===== src/rtl/stopwatch_ctrl_pkg.sv =====
// Shared types and constants for the MM:SS stopwatch controller.
// State codes, adjust digit selects and BCD digit limits.
package stopwatch_ctrl_pkg;

   typedef enum logic [1:0] {
      ST_RUN    = 2'd0,
      ST_PAUSED = 2'd1,
      ST_ADJUST = 2'd2
   } state_t;

   localparam logic [1:0] SEL_SEC0 = 2'd0;
   localparam logic [1:0] SEL_SEC1 = 2'd1;
   localparam logic [1:0] SEL_MIN0 = 2'd2;
   localparam logic [1:0] SEL_MIN1 = 2'd3;

   localparam logic [3:0] MAX_ONES = 4'd9;
   localparam logic [3:0] MAX_TENS = 4'd5;

   // Wraps at the digit max; anything out of range also lands on 0.
   function automatic logic [3:0] bcd_inc(
      input logic [3:0] d,
      input logic [3:0] mx
   );
      return (d >= mx) ? 4'd0 : d + 4'd1;
   endfunction

endpackage


===== src/rtl/stopwatch_ctrl_if.sv =====
// Control inputs and digit/status outputs of the stopwatch controller.
// The master side drives buttons and adjust controls.
interface stopwatch_ctrl_if;
   logic       pause_p;
   logic       clear_p;
   logic       adj;
   logic [1:0] sel;
   logic [3:0] sec0;
   logic [2:0] sec1;
   logic [3:0] min0;
   logic [2:0] min1;
   logic       paused;
   logic       adj_active;

   modport master (
      output pause_p, clear_p, adj, sel,
      input  sec0, sec1, min0, min1, paused, adj_active
   );

   modport slave (
      input  pause_p, clear_p, adj, sel,
      output sec0, sec1, min0, min1, paused, adj_active
   );
endinterface


===== src/rtl/stopwatch_ctrl_tick_gen.sv =====
// Enable-gated modulo-DIV divider; tick marks the last count.
// Holds its count while en is low; clr returns it to 0.
module tick_gen #(
   parameter int unsigned DIV = 2
) (
   input  logic clk,
   input  logic rst_n,
   input  logic en,
   input  logic clr,
   output logic tick
);

   localparam int unsigned W = (DIV > 2) ? $clog2(DIV) : 1;
   localparam logic [W-1:0] MAX = W'(DIV - 1);

   logic [W-1:0] r_cnt;

   always_ff @(posedge clk) begin
      if (!rst_n) begin
         r_cnt <= '0;
      end else if (clr) begin
         r_cnt <= '0;
      end else if (en) begin
         r_cnt <= (r_cnt == MAX) ? '0 : r_cnt + W'(1);
      end
   end

   assign tick = en & (r_cnt == MAX);

endmodule


===== src/rtl/stopwatch_ctrl.sv =====
// MM:SS stopwatch: run/pause/adjust FSM, BCD carry chain,
// and the run/adjust tick dividers.
module stopwatch_ctrl #(
   parameter int unsigned CLK_HZ = 100_000_000,
   parameter int unsigned RUN_HZ = 1,
   parameter int unsigned ADJ_HZ = 2
) (
   input  logic             clk,
   input  logic             rst_n,
   stopwatch_ctrl_if.slave  bus
);
   import stopwatch_ctrl_pkg::*;

   state_t     r_state;
   state_t     w_nxt_state;
   state_t     r_ret;
   state_t     w_nxt_ret;
   logic       r_paused;
   logic       r_adj_active;
   logic       w_paused_d;
   logic       w_adj_active_d;
   logic       w_run_tick;
   logic       w_adj_tick;
   logic       w_adj_entry;
   logic [3:0] r_sec0;
   logic [2:0] r_sec1;
   logic [3:0] r_min0;
   logic [2:0] r_min1;
   logic       w_s0_wrap;
   logic       w_s1_wrap;
   logic       w_m0_wrap;

   assign w_adj_entry = (r_state != ST_ADJUST) & bus.adj;

   tick_gen #(.DIV(CLK_HZ / RUN_HZ)) u_run_div (
      .clk   (clk),
      .rst_n (rst_n),
      .en    (r_state == ST_RUN),
      .clr   (bus.clear_p),
      .tick  (w_run_tick)
   );

   tick_gen #(.DIV(CLK_HZ / ADJ_HZ)) u_adj_div (
      .clk   (clk),
      .rst_n (rst_n),
      .en    (r_state == ST_ADJUST),
      .clr   (w_adj_entry),
      .tick  (w_adj_tick)
   );

   always_ff @(posedge clk) begin
      if (!rst_n) begin
         r_state      <= ST_RUN;
         r_ret        <= ST_RUN;
         r_paused     <= 1'b0;
         r_adj_active <= 1'b0;
      end else begin
         r_state      <= w_nxt_state;
         r_ret        <= w_nxt_ret;
         r_paused     <= w_paused_d;
         r_adj_active <= w_adj_active_d;
      end
   end

   always_comb begin
      w_nxt_state = r_state;
      w_nxt_ret   = r_ret;
      case (r_state)
         ST_RUN: begin
            if (bus.adj) begin
               w_nxt_state = ST_ADJUST;
               w_nxt_ret   = ST_RUN;
            end else if (bus.pause_p) begin
               w_nxt_state = ST_PAUSED;
            end
         end
         ST_PAUSED: begin
            if (bus.adj) begin
               w_nxt_state = ST_ADJUST;
               w_nxt_ret   = ST_PAUSED;
            end else if (bus.pause_p) begin
               w_nxt_state = ST_RUN;
            end
         end
         ST_ADJUST: begin
            // pause_p while adjusting only flips where we go back to
            if (!bus.adj) begin
               w_nxt_state = r_ret;
            end else if (bus.pause_p) begin
               w_nxt_ret = (r_ret == ST_RUN) ? ST_PAUSED : ST_RUN;
            end
         end
         default: begin
            w_nxt_state = ST_RUN;
            w_nxt_ret   = ST_RUN;
         end
      endcase
   end

   always_comb begin
      w_adj_active_d = (w_nxt_state == ST_ADJUST);
      w_paused_d     = (w_nxt_state == ST_PAUSED)
                     | (w_adj_active_d & (w_nxt_ret == ST_PAUSED));
   end

   assign w_s0_wrap = (r_sec0 >= MAX_ONES);
   assign w_s1_wrap = ({1'b0, r_sec1} >= MAX_TENS);
   assign w_m0_wrap = (r_min0 >= MAX_ONES);

   always_ff @(posedge clk) begin
      if (!rst_n || bus.clear_p) begin
         r_sec0 <= '0;
         r_sec1 <= '0;
         r_min0 <= '0;
         r_min1 <= '0;
      end else if (w_run_tick) begin
         r_sec0 <= bcd_inc(r_sec0, MAX_ONES);
         if (w_s0_wrap) begin
            r_sec1 <= 3'(bcd_inc({1'b0, r_sec1}, MAX_TENS));
            if (w_s1_wrap) begin
               r_min0 <= bcd_inc(r_min0, MAX_ONES);
               if (w_m0_wrap) begin
                  r_min1 <= 3'(bcd_inc({1'b0, r_min1}, MAX_TENS));
               end
            end
         end
      end else if (w_adj_tick) begin
         unique case (bus.sel)
            SEL_SEC0: r_sec0 <= bcd_inc(r_sec0, MAX_ONES);
            SEL_SEC1: r_sec1 <= 3'(bcd_inc({1'b0, r_sec1}, MAX_TENS));
            SEL_MIN0: r_min0 <= bcd_inc(r_min0, MAX_ONES);
            SEL_MIN1: r_min1 <= 3'(bcd_inc({1'b0, r_min1}, MAX_TENS));
         endcase
      end
   end

   assign bus.sec0       = r_sec0;
   assign bus.sec1       = r_sec1;
   assign bus.min0       = r_min0;
   assign bus.min1       = r_min1;
   assign bus.paused     = r_paused;
   assign bus.adj_active = r_adj_active;

endmodule


===== src/flat_wrapper.sv =====
// flat-port wrapper written by rule: the top's interface ports become plain ports
module stopwatch_ctrl_flat import stopwatch_ctrl_pkg::*;
#(
   parameter int unsigned CLK_HZ = 100_000_000,
   parameter int unsigned RUN_HZ = 1,
   parameter int unsigned ADJ_HZ = 2
)
  (clk, rst_n, bus_pause_p, bus_clear_p, bus_adj, bus_sel, bus_sec0, bus_sec1, bus_min0, bus_min1, bus_paused, bus_adj_active);
  stopwatch_ctrl_if bus_i ();
  input  logic clk;
  input  logic rst_n;
  input wire logic [$bits(bus_i.pause_p)-1:0] bus_pause_p;
  input wire logic [$bits(bus_i.clear_p)-1:0] bus_clear_p;
  input wire logic [$bits(bus_i.adj)-1:0] bus_adj;
  input wire logic [$bits(bus_i.sel)-1:0] bus_sel;
  output wire logic [$bits(bus_i.sec0)-1:0] bus_sec0;
  output wire logic [$bits(bus_i.sec1)-1:0] bus_sec1;
  output wire logic [$bits(bus_i.min0)-1:0] bus_min0;
  output wire logic [$bits(bus_i.min1)-1:0] bus_min1;
  output wire logic [$bits(bus_i.paused)-1:0] bus_paused;
  output wire logic [$bits(bus_i.adj_active)-1:0] bus_adj_active;
  assign bus_i.pause_p = bus_pause_p;
  assign bus_i.clear_p = bus_clear_p;
  assign bus_i.adj = bus_adj;
  assign bus_i.sel = bus_sel;
  assign bus_sec0 = bus_i.sec0;
  assign bus_sec1 = bus_i.sec1;
  assign bus_min0 = bus_i.min0;
  assign bus_min1 = bus_i.min1;
  assign bus_paused = bus_i.paused;
  assign bus_adj_active = bus_i.adj_active;
  stopwatch_ctrl #(.CLK_HZ(CLK_HZ), .RUN_HZ(RUN_HZ), .ADJ_HZ(ADJ_HZ)) u_core (.clk(clk), .rst_n(rst_n), .bus(bus_i));
endmodule

===== config.mk =====
export PLATFORM = sky130hd
export DESIGN_NAME = stopwatch_ctrl_flat
export DESIGN_NICKNAME = d
export VERILOG_FILES = /design/src/rtl/stopwatch_ctrl_pkg.sv /design/src/rtl/stopwatch_ctrl_if.sv /design/src/rtl/stopwatch_ctrl_tick_gen.sv /design/src/rtl/stopwatch_ctrl.sv /design/src/flat_wrapper.sv
export SDC_FILE = /design/constraint.sdc
export NUM_CORES = 1
export LEC_CHECK = 0
export BUFFER_PORTS_ARGS = -buffer_cell sky130_fd_sc_hd__buf_4
export CORE_MARGIN = 2
export CORE_UTILIZATION = 40
export CTS_BUF_LIST = sky130_fd_sc_hd__clkbuf_4
export DETAILED_ROUTE_END_ITERATION = 16
export HOLD_SLACK_MARGIN = 0.08
export PLACE_DENSITY = 0.58
export SLEW_MARGIN = 20
export SYNTH_ARGS = -nofsm -noshare
export SYNTH_HDL_FRONTEND = slang
export SYNTH_SLANG_ARGS = --single-unit

===== constraint.sdc =====
create_clock -name clk -period 3.15 [get_ports clk]
set_input_delay 0.1575 -clock clk [delete_from_list [all_inputs] [get_ports clk]]
set_output_delay 0.1575 -clock clk [all_outputs]
set_load 0.02 [all_outputs]

== Word level (Yosys, flattened, before mapping) ==
Cells that the tools add are included.

* Bits of input ports: 7
* Memories: 0
* Memory bits (read-only): 0
* Output and inout port bits: 16
* Latch bits: 0
* Memory bits (writable): 0
* Register bits after elaboration: 73
* Logic and storage cells: 92

* Shift operators: 0
* Mux-type cells: 36
* Bitwise gates (word level): 6
* Add/subtract/negate cells: 6
* Reductions and logical operators: 16
* Eq/ne operators: 14
* Magnitude comparators: 4
* Multipliers: 0
* Div/mod/pow operators: 0

{| class="wikitable"
|+ Operator list
! cell !! count
|-
| 2-to-1 mux 4 bit || 10
|-
| 2-to-1 mux 3 bit || 12
|-
| adder 27 x 1 -> 27 bit (second input constant) || 1
|-
| equality test 27 bit (second input constant) || 1
|-
| 2-to-1 mux 27 bit || 1
|-
| adder 26 x 1 -> 26 bit (second input constant) || 1
|-
| equality test 26 bit (second input constant) || 1
|-
| 2-to-1 mux 26 bit || 1
|-
| 2-to-1 mux 2 bit || 9
|-
| one-hot mux 2 bit (3 select lines) || 2
|-
| nonzero test 2 bit || 5
|-
| adder 4 x 1 -> 4 bit (second input constant) || 2
|-
| equality test 2 x 1 -> 1 bit (second input constant) || 4
|-
| equality test 2 bit (second input constant) || 4
|-
| greater-or-equal comparator 4 bit (second input constant) || 2
|-
| adder 3 x 1 -> 3 bit (second input constant) || 2
|-
| greater-or-equal comparator 3 bit (second input constant) || 2
|-
| zero test 2 bit || 3
|-
| inequality test 2 x 1 -> 1 bit (second input constant) || 3
|-
| AND reduction 5 bit || 1
|-
| AND 1 bit || 4
|-
| AND reduction 4 bit || 1
|-
| OR reduction 2 bit || 2
|-
| AND reduction 3 bit || 1
|-
| 7 further kinds || 7
|}

== Depth between registers and ports, before layout ==
Gate-level depths: netlist of run 1.

* Depth after elaboration: 8
* Mapped depth: 8
* Gate-level depth less buffers: 7

== Hierarchy ==
A second synthesis of run 1 with hierarchy kept.

* Cell total of the unflattened synthesis: 437
* Area total of the unflattened synthesis: 3779.9 um^2

{| class="wikitable"
|+ Modules (own cells, without submodules)
! module !! sequential area each (um^2) !! instances !! area an instance (um^2) !! cells an instance
|-
| tick_gen (u_core.u_run_div) || 540.5 || 1 || 1352.5 || 156
|-
| tick_gen (u_core.u_adj_div) || 520.5 || 1 || 1262.5 || 144
|-
| stopwatch_ctrl || 400.4 || 1 || 1164.9 || 137
|}

== Worst setup path before layout of run 1 ==
OpenSTA, ideal clock, no wires.

* Path kind: reg-to-reg
* From: register u_core.u_run_div.r_cnt[0]
* To: register u_core.u_run_div.r_cnt[26]
* Required time: 3078 ps
* Arrival time: 2303 ps
* Clock period less this slack: 2375 ps
* Path slack: 775 ps
* Buffers on the path: 2
* Cell stages (with the launch flop): 9
* Library setup time: 72 ps
* Cells stage by stage: dfxtp_1 > ha_1 > or3b_1 > buf_2 > or2_1 > buf_6 > or4b_4 > or3_1 > a21oi_1

* Longest elaborated chain between the ends: 2
* Elaborated cells between the ends (all ways): 3
* Those cells by class: add/sub: 1; eq/ne: 1; mux: 1

{| class="wikitable"
|+ RTL lines
! what !! RTL line !! source
|-
| start: declaration || stopwatch_ctrl_tick_gen.sv:16 || <nowiki>logic [W-1:0] r_cnt;</nowiki>
|-
| start signal: assignment || stopwatch_ctrl_tick_gen.sv:24 || <nowiki>r_cnt <= (r_cnt == MAX) ? '0 : r_cnt + W'(1);</nowiki>
|-
| adder 27 x 1 -> 27 bit or equality test 27 bit (tied branches) || stopwatch_ctrl_tick_gen.sv:24 ||
|-
| 2-to-1 mux 27 bit (*) || stopwatch_ctrl_tick_gen.sv:24 ||
|}

Mark *: on every way between the ends. The rest lies on a longest branch, timed or not.
A chain may end at the register's enable or synchronous reset.

== Worst setup path in the final report of run 1 ==
* From: register u_core.u_adj_div.r_cnt[15]
* To: register u_core.r_sec1[1], in the netlist u_core.bus.sec1[1]

* Longest elaborated chain between the ends: 4

{| class="wikitable"
|+ RTL lines
! what !! RTL line !! source
|-
| start: declaration || stopwatch_ctrl_tick_gen.sv:16 ||
|-
| start signal: assignment || stopwatch_ctrl_tick_gen.sv:24 ||
|-
| equality test 26 bit || stopwatch_ctrl_tick_gen.sv:28 || <nowiki>assign tick = en & (r_cnt == MAX);</nowiki>
|-
| AND 1 bit || stopwatch_ctrl_tick_gen.sv:28 ||
|-
| nonzero test 2 bit (no line) || -- ||
|-
| AND reduction 3 bit (no line) || -- ||
|-
| end signal: assignment || stopwatch_ctrl.sv:119 || <nowiki>r_sec1 <= 3'(bcd_inc({1'b0, r_sec1}, MAX_TENS));</nowiki>
|-
| end signal: assignment || stopwatch_ctrl.sv:130 || <nowiki>SEL_SEC1: r_sec1 <= 3'(bcd_inc({1'b0, r_sec1}, MAX_TENS));</nowiki>
|-
| end: declaration || stopwatch_ctrl.sv:26 || <nowiki>logic [2:0] r_sec1;</nowiki>
|}

No other way between the ends.

==> results of run 1 <==
worst paths after layout:
path                                           startpoint                                      end  slack [ns]  depth (start not counted)
hold reg to reg   u_core.u_run_div.r_cnt[24]$_SDFFE_PP0P_  u_core.u_run_div.r_cnt[24]$_SDFFE_PP0P_        0.50                          2
hold / removal                                 bus_sel[1]          u_core.bus.min0[3]$_SDFFE_PP0P_        0.14                          4
setup reg to reg  u_core.u_adj_div.r_cnt[15]$_SDFFE_PP0P_          u_core.bus.sec1[1]$_SDFFE_PP0P_        0.65                          5
setup / recovery  u_core.u_adj_div.r_cnt[15]$_SDFFE_PP0P_          u_core.bus.sec1[1]$_SDFFE_PP0P_        0.65                          5
cell families after synthesis:
family / count (synthesis) / synth area share
AOI/OAI and AO/OA: 39 / 0.0737
xor gates and xnor gates: 50 / 0.118
adders and majority gates: 12 / 0.0405
buffers and inverters: 31 / 0.0368
DFF: 73 / 0.395
muxes: 8 / 0.0216
and+or+nand+nor: 223 / 0.315
cells in the mapped netlist, drive strengths merged (7+ instances only):
master	count	share of area
a21oi	8	0.012
and3	10	0.017
buf	7	0.012
clkbuf	8	0.0081
dfxtp	73	0.39
ha	12	0.041
inv	16	0.016
mux2i	8	0.022
nand2	35	0.035
nand3	18	0.024
nand4	12	0.020
nor2	72	0.073
nor3	13	0.018
nor4	19	0.035
o21ai	8	0.011
or3	7	0.012
xnor2	41	0.097
xor2	9	0.021
registers in the layout (all words and copies together) (netlist names):
signal / cells
u_core.u_adj_div.r_cnt: 26
u_core.bus.adj_active: 1
u_core.bus.paused: 1
u_core.u_run_div.r_cnt: 27
u_core.bus.min0: 4
u_core.r_state: 2
u_core.bus.min1: 3
u_core.bus.sec1: 3
u_core.bus.sec0: 4
u_core.r_ret: 2
power breakdown:
group	switching (W)	total [W]	internal [W]	leakage [nW]
clock network	0.000316	0.000580	0.000265	0.0787
registers	0.00000530	0.000934	0.000928	0.589
logic	0.0000414	0.0000675	0.0000261	0.692
total	0.000362	0.00158	0.00122	1.36
tightest hold or removal path: cells and delay by family:
family                 cells  cell delay, ns
buffers and inverters      1            0.12
AO/OA/AOI/OAI              3            0.23
metal layers:
| metal | vias to the layer above | track usage |
|---|---|---|
| li1 | 1584 | - |
| met1 | 1403 | 0.219 |
| met2 | 42 | 0.236 |
| met3 | 6 | 0.0446 |
| met4 | 0 | 0.0558 |
| met5 | - | 0 |
through the flow:
stage	power [W]	hold slack, ns	util	std cells
2_1_floorplan	0.000995	0.248	-	436
3_3_place_gp	0.00102	0.416	0.436	559
3_5_place_dp	0.00102	0.413	0.436	559
4_1_cts	0.00162	0.101	0.454	578
5_1_grt	0.00166	0.126	0.454	578
6_report	0.00158	0.136	0.454	578
layout make-up:
cell class	instances	area, um2
Timing Repair Buffer	30	233
Sequential cell	73	1460
Inverter	16	60.1
Clock inverter	4	43.8
Fill cell	919	4980
Tap cell	111	139
Clock buffer	12	90.1
Multi-Input combinational cell	332	2110
what timing repair did:
action	in CTS	in global routing
hold endpoints to repair	7	0
buffers inserted	0	0
hold buffers	3	0
cells in the final DEF (no fill, tap or decap), types with 12 or more instances in the layout:
cell type,n
nand2_1,35
nor2_1,72
xnor2_1,41
nor3_1,13
buf_4,27
dfxtp_1,73
ha_1,12
nand4_1,12
nor4_1,17
nand3_1,18
inv_1,16
clkbuf_4,12
==> flow_metrics.tcl, run 1 <==
set metrics [dict create \
    cts_buffers 9 \
    power.density_nw_per_um2 383 \
    grt_pass1_wl_um 12800 \
    wl_met3_um 301 \
    die_h_um 100 \
    crit_family "simple AND/OR/NAND/NOR gates" \
    boundaryPins 23 \
    rsz0062_at_grt "false" \
    place_congestion 0.819 \
    path_buf_inv 0 \
    maxSlewViolCount 0 \
    path_cells "or4b_2 -> nor4_2 -> nand2_1 -> o31ai_2 -> mux2i_1" \
    cp.arrival_ns 2.85 \
    skew_ns 0.0173 \
    fin_area_um2 4130 \
    met2_length_um 3280 \
    grt_pass1_vias 2777 \
    clock.fmax_mhz 400 \
    tritoncts "built" \
    num_rows 35 \
    avgSynthCellArea_um2 8.49 \
    status "finished clean" \
    vias 3035 \
    drtPass1Iterations 4 \
    crit_path_start_kind "flip-flop" \
    clockRootBuffer "clkbuf_4" \
    dp_hpwl_um 5220 \
    setup_tns_ns 0 \
    crit_fanout 6 \
    antenna_found_initial 0 \
    hold_viol_final 0 \
    ys_seq_area_frac 0.395 \
    dp_slack_ns 0.650 \
    numClockSinks 73 \
    portBuffers 22 \
    tightestPinTransition_ns 0.656 \
    relSlewSlack 0.559 \
    routed_wl_um 7470 \
    yosysWarningCount 0 \
    die-width_um 100 \
    setup_viol 0 \
    cp_slowest_stage_delay_ns 0.62 \
    diodes 0 \
    ir_drop_v 0.000162 \
    drive_gt1_frac 0.113 \
    post-route-period-util 0.794 \
    layout.nets 481 \
    clk_pin_slew_worst_paths_ns 0.12 \
    grt_util_all_layers 0.158 \
    drcViolationCount 0 \
    async_flop_share 0 \
    drv_cap 0 \
    syn_inst 436 \
    fin_crit_ns 2.50 \
    netlist_area_um2 3700 \
    ant_nets 0 \
    cp.required_ns 3.50 \
    coreArea_um2 9110 \
    wl_met1_um 3810 \
    via_per_inst 5.25 \
    drtIter0Drc 87 \
    cts_buffer_depth 2 \
    synth-edff-count 0 \
    slowest_stage "or4b_2" \
    dpl_cell_area_um2 3970 \
    synth_nets 455 \
    layout_setup_ws_ns 0.648 \
    p_leak_nw 1.36 \
    critPathKind "flip-flop to flip-flop" \
    overflow 0 \
    grt_max_degree 28 \
    hp-class "input pin to flip-flop" \
    clk_latency_ns 0.41 \
    cts_resized 0 \
    syn2layout_area_growth_pct 11.6 \
    maxUsedRoutingLayer "met4" \
    yosys.cell_types.count 54 \
    h-tree-depth 3 \
    cp-end-kind "flip-flop" \
    synth_flop_cell "dfxtp_1" \
    initial_core_util 0.407 \
    die_area_um2 10000 \
    ys_ff_latch 73 \
    wl_per_cell_um 12.9 \
]
Power figures use the tool's default switching activity.
==> run 2, diff against run 1 <==
==> constraint.sdc (replaced) <==
create_clock -name clk -period 2.6 [get_ports clk]
set_input_delay 0.13 -clock clk [delete_from_list [all_inputs] [get_ports clk]]
set_output_delay 0.13 -clock clk [all_outputs]
set_load 0.02 [all_outputs]
==> flow_metrics.tcl, run 2 (synthesis gave the netlist of run 1 again) <==
set metrics [dict create \
    status "finished clean" \
    wl_per_cell_um 13.2 \
    relSlewSlack 0.596 \
    via_per_inst 5.22 \
    drtIter0Drc 140 \
    post-route-period-util 0.937 \
    slowest_stage "or4b_4" \
    numClockSinks 73 \
    layout.nets 488 \
    die_h_um 100 \
    p_leak_nw 1.39 \
    h-tree-depth 3 \
    die-width_um 100 \
    fin_crit_ns 2.44 \
    dp_slack_ns 0.188 \
    total_power_w 0.00195 \
    routed_wl_um 7740 \
    grt_pass1_wl_um 13200 \
    clk_pin_slew_worst_paths_ns 0.14 \
    coreArea_um2 9110 \
    path_buf_inv 0 \
    dpl_cell_area_um2 4010 \
    path_cells "ha_1 -> or3b_1 -> or2_1 -> or4b_4 -> or3_1 -> a21oi_1" \
    critPathKind "flip-flop to flip-flop" \
    hp-class "input pin to flip-flop" \
    initial_core_util 0.407 \
    boundaryPins 23 \
    cp-end-kind "flip-flop" \
    cp_slowest_stage_delay_ns 0.59 \
    final-seq-area_um2 1460 \
    dp_hpwl_um 5400 \
    cts_buffer_depth 2 \
    tritoncts "built" \
    antenna_found_initial 0 \
    largest_registers "u_core.u_run_div.r_cnt: 27 flops, u_core.u_adj_div.r_cnt: 26 flops" \
    num_rows 35 \
    grt_util_all_layers 0.160 \
    fin_area_um2 4200 \
    die_area_um2 10000 \
    tightestPinTransition_ns 0.601 \
    multiInputGateArea_um2 2110 \
    vias 3055 \
    diodes 0 \
    drive_gt1_frac 0.129 \
    crit_fanout 5 \
    postCtsSetupRepairBufs 0 \
    hold_viol_final 0 \
    clk_latency_ns 0.42 \
    drcViolationCount 0 \
    layout_setup_ws_ns 0.164 \
    mostFrequentLayoutCells "73 x dfxtp_1, 72 x nor2_1, 41 x xnor2_1" \
    grt_max_degree 28 \
    ir_drop_v 0.000239 \
    final_common_cell "dfxtp_1" \
    cp.arrival_ns 2.80 \
    clockRootBuffer "clkbuf_4" \
    max_flop_register "u_core.u_run_div.r_cnt" \
    rsz0062_at_grt "false" \
    clock.fmax_mhz 411 \
    setup_viol 0 \
    nFillCells 902 \
    portBuffers 22 \
    skew_ns 0.0208 \
    overflow 0 \
    setup_tns_ns 0 \
    largest_reg_flops 27 \
    cp.required_ns 2.96 \
    cts_buffers 9 \
    grt_pass1_vias 2842 \
    power.density_nw_per_um2 465 \
    drv_cap 0 \
    drtPass1Iterations 4 \
    ant_nets 0 \
    crit_family "simple AND/OR/NAND/NOR gates" \
    syn2layout_area_growth_pct 13.5 \
    maxSlewViolCount 0 \
    place_congestion 0.789 \
    crit_path_start_kind "flip-flop" \
]
run 2: cell count changes in the layout (fill, tap and decap cells not counted):
cell,previous run,this run
buf_4,27,33
clkbuf_4,12,10
clkinvlp_4,0,2
clkinv_1,1,0
clkinv_2,2,1
clkinv_4,0,1
dlygate4sd3_1,3,4
inv_6,0,1
nor4_1,17,16
nor4_2,2,3
run 2: power by group:
part	internal, W	total (W)	switching (W)
Combinational	0.0000336	0.0000862	0.0000525
Clock	0.000307	0.000738	0.000431
Sequential	0.00113	0.00113	0.00000486
run 2: worst reg2reg max path: cells and delay by family (launching register included):
kind | cells | cell delay [ns]
flops | 1 | 0.38
simple gates | 4 | 1.72
fa+ha+maj | 1 | 0.14
compound gates | 1 | 0.15
run 2: layout make-up:
class                   count  share of cell area
multi-input cells         332               0.503
flip-flops and latches     73               0.348
repair buffers             37              0.0685
well taps                 111              0.0330
clock buffers              10              0.0179
clock inverters             6              0.0161
inverters                  16              0.0143
run 2: final timing paths:
check | start | end | slack (ns) | cells after the start
worst min register to register | u_core.u_run_div.r_cnt[24]$_SDFFE_PP0P_ | u_core.u_run_div.r_cnt[24]$_SDFFE_PP0P_ | 0.49 | 2
worst max register to register | u_core.u_run_div.r_cnt[0]$_SDFFE_PP0P_ | u_core.u_run_div.r_cnt[26]$_SDFFE_PP0P_ | 0.16 | 6
worst min-delay path | bus_sel[0] | u_core.bus.sec1[2]$_SDFFE_PP0P_ | 0.14 | 4
worst max-delay path | u_core.u_run_div.r_cnt[0]$_SDFFE_PP0P_ | u_core.u_run_div.r_cnt[26]$_SDFFE_PP0P_ | 0.16 | 6
run 2: routing by layer:
| metal | track usage | share of wire |
|---|---|---|
| met1 | 0.224 | 0.52 |
| met2 | 0.244 | 0.43 |
| met3 | 0.0383 | 0.032 |
| met4 | 0.0516 | 0.013 |
| met5 | 0 | 0 |
run 2: through the flow:
stage               utilization  hold slack [ns]  std cells
floorplan                     -            0.221        436
global placement          0.441            0.384        565
detailed placement        0.441            0.377        565
CTS                       0.461            0.118        585
global route              0.461            0.130        585
finish                    0.461            0.144        585
run 2: what timing repair did:
action	4_1_cts	5_1_grt
gates resized for setup	0	1
endpoints found under the hold margin	9	0
endpoints found under the setup margin	0	1
hold buffers	4	0
==> run 3, diff against run 2 <==
--- a/config.mk
+++ b/config.mk
@@ -10,6 +10,7 @@
 export CORE_UTILIZATION = 40
 export CTS_BUF_LIST = sky130_fd_sc_hd__clkbuf_4
 export DETAILED_ROUTE_END_ITERATION = 16
+export GPL_TIMING_DRIVEN = 0
 export HOLD_SLACK_MARGIN = 0.08
 export PLACE_DENSITY = 0.58
 export SLEW_MARGIN = 20
==> flow_metrics.tcl, run 3 (synthesis gave the netlist of run 1 again) <==
set metrics [dict create \
    antenna_found_initial 0 \
    cp.required_ns 2.95 \
    whs_path_depth 4 \
    fin_crit_ns 2.50 \
    regToRegSetupSlack_ns 0.10 \
    drtPass1Iterations 4 \
    die-width_um 100 \
    clk_pin_slew_worst_paths_ns 0.12 \
    overflow 0 \
    max_flop_register "u_core.u_run_div.r_cnt" \
    largest_registers "u_core.u_run_div.r_cnt: 27 flops, u_core.u_adj_div.r_cnt: 26 flops" \
    reg2reg_from "u_core.u_run_div.r_cnt[0]$_SDFFE_PP0P_" \
    cp.arrival_ns 2.85 \
    cts_buffers 9 \
    initial_core_util 0.407 \
    p_sw_w 0.000465 \
    ant_nets 0 \
    crit_fanout 5 \
    seq_power_share 0.559 \
    relSlewSlack 0.561 \
    dp_hpwl_um 5380 \
    power_frac_clock 0.398 \
    mostFrequentLayoutCells "72 x nor2_1, 72 x dfxtp_1, 41 x xnor2_1" \
    critPathKind "flip-flop to flip-flop" \
    coreArea_um2 9110 \
    grt_pass1_wl_um 13000 \
    tritoncts "built" \
    maxSlewViolCount 0 \
    die_area_um2 10000 \
    min_to "u_core.bus.sec1[2]$_SDFFE_PP0P_" \
    clk_latency_ns 0.43 \
    num_rows 35 \
    drv_cap 0 \
    via_per_inst 5.28 \
    clock.fmax_mhz 400 \
    die_h_um 100 \
    grt_util_all_layers 0.160 \
    reg2regPathDepth 8 \
    skew_ns 0.0247 \
    syn2layout_area_growth_pct 14.2 \
    h-tree-depth 3 \
    power_frac_comb 0.043 \
    tightestPinTransition_ns 0.653 \
    hold_viol_final 0 \
    post-route-period-util 0.961 \
    swShare 0.230 \
    rsz0062_at_grt "false" \
    clockRootBuffer "clkbuf_4" \
    post-route-util 0.464 \
    cp-end-kind "flip-flop" \
    p_leak_nw 1.41 \
    postCtsSetupRepairBufs 0 \
    drcViolationCount 0 \
    r2r-end "u_core.u_run_div.r_cnt[26]$_SDFFE_PP0P_" \
    diodes 0 \
    cts_buffer_depth 2 \
    critPathLaunch "u_core.u_run_div.r_cnt[0]$_SDFFE_PP0P_" \
    dpl_cell_area_um2 4010 \
    drtIter0Drc 95 \
    power.density_nw_per_um2 478 \
    grt_pass1_vias 2812 \
    boundaryPins 23 \
    portBuffers 22 \
    routed_wl_um 7520 \
    grt_max_degree 13 \
    largest_reg_flops 27 \
    status "finished clean" \
    ir_drop_v 0.000217 \
    drive_gt1_frac 0.123 \
    crit_path_start_kind "flip-flop" \
    wl_per_cell_um 12.8 \
    setup_viol 0 \
    numClockSinks 73 \
    hp-class "input pin to flip-flop" \
    fin_area_um2 4230 \
    hp-start "bus_sel[0]" \
    place_congestion 0.815 \
    vias 3111 \
    intPower_w 0.00155 \
    layout.nets 492 \
]
## run 3: area by class of cell
cell class | instances | area [um2]
clock inverter | 6 | 82.6
inverter | 16 | 60.1
fill | 934 | 4880
timing repair buffer | 26 | 205
tap | 111 | 139
multi-input combinational | 332 | 2130
clock buffer | 10 | 75.1
buffer | 15 | 78.8
sequential | 73 | 1460
## run 3: worst max-delay path by stage
| stage | cells after the start | slack, ns | endpoint |
|---|---|---|---|
| after floorplan | 8 | 0.22 | u_core.u_run_div.r_cnt[26]$_SDFFE_PP0P_ |
| after global placement | 8 | -0.14 | u_core.u_run_div.r_cnt[13]$_SDFFE_PP0P_ |
| after detailed placement | 8 | -0.16 | u_core.u_run_div.r_cnt[11]$_SDFFE_PP0P_ |
| after CTS | 6 | 0.01 | u_core.u_adj_div.r_cnt[13]$_SDFFE_PP0P_ |
| after global routing | 8 | 0.003 | u_core.u_run_div.r_cnt[26]$_SDFFE_PP0P_ |
| final | 8 | 0.10 | u_core.u_run_div.r_cnt[26]$_SDFFE_PP0P_ |
## run 3: timing repair
item                                   4_1_cts  5_1_grt
hold buffers                                 4        0
endpoints found under the hold margin        9        0
resized for setup                            2        6
setup endpoints to repair                   43       43
## run 3: critical path, cell delays in order, from the launching register on
cell and delay, ns:
dfxtp_2 0.37, ha_1 0.14, or3b_1 0.33, buf_2 0.16, or2_1 0.24, buf_6 0.13, or4b_4 0.56, or3_1 0.36
a21oi_1 0.13
## run 3: per-stage QoR
stage | total power (W) | instances | setup WS (ns) | setup TNS (ns) | hold WS (ns)
detailed placement | 0.00124 | 569 | -0.155 | -4.99 | 0.383
CTS | 0.00205 | 589 | 0.0108 | 0 | 0.124
floorplan | 0.00120 | 436 | 0.225 | 0 | 0.221
global route | 0.00210 | 589 | 0.00307 | 0 | 0.144
finish | 0.00202 | 589 | 0.102 | 0 | 0.150
global placement | 0.00124 | 569 | -0.137 | -5.00 | 0.386
## run 3: power groups by stage
stage	Sequential (W)	Clock, W	Combinational, W
after global placement	0.00115	0	0.0000812
after floorplan	0.00116	0	0.0000486
final	0.00113	0.000804	0.0000859
after detailed placement	0.00115	0	0.0000809
after CTS	0.00113	0.000831	0.0000860
after global routing	0.00113	0.000874	0.0000968
## run 3: layer usage
layer	GRT usage	share of wire
met2	0.251	0.44
met4	0.0748	0.023
met3	0.0292	0.032
met5	0	0
met1	0.213	0.50
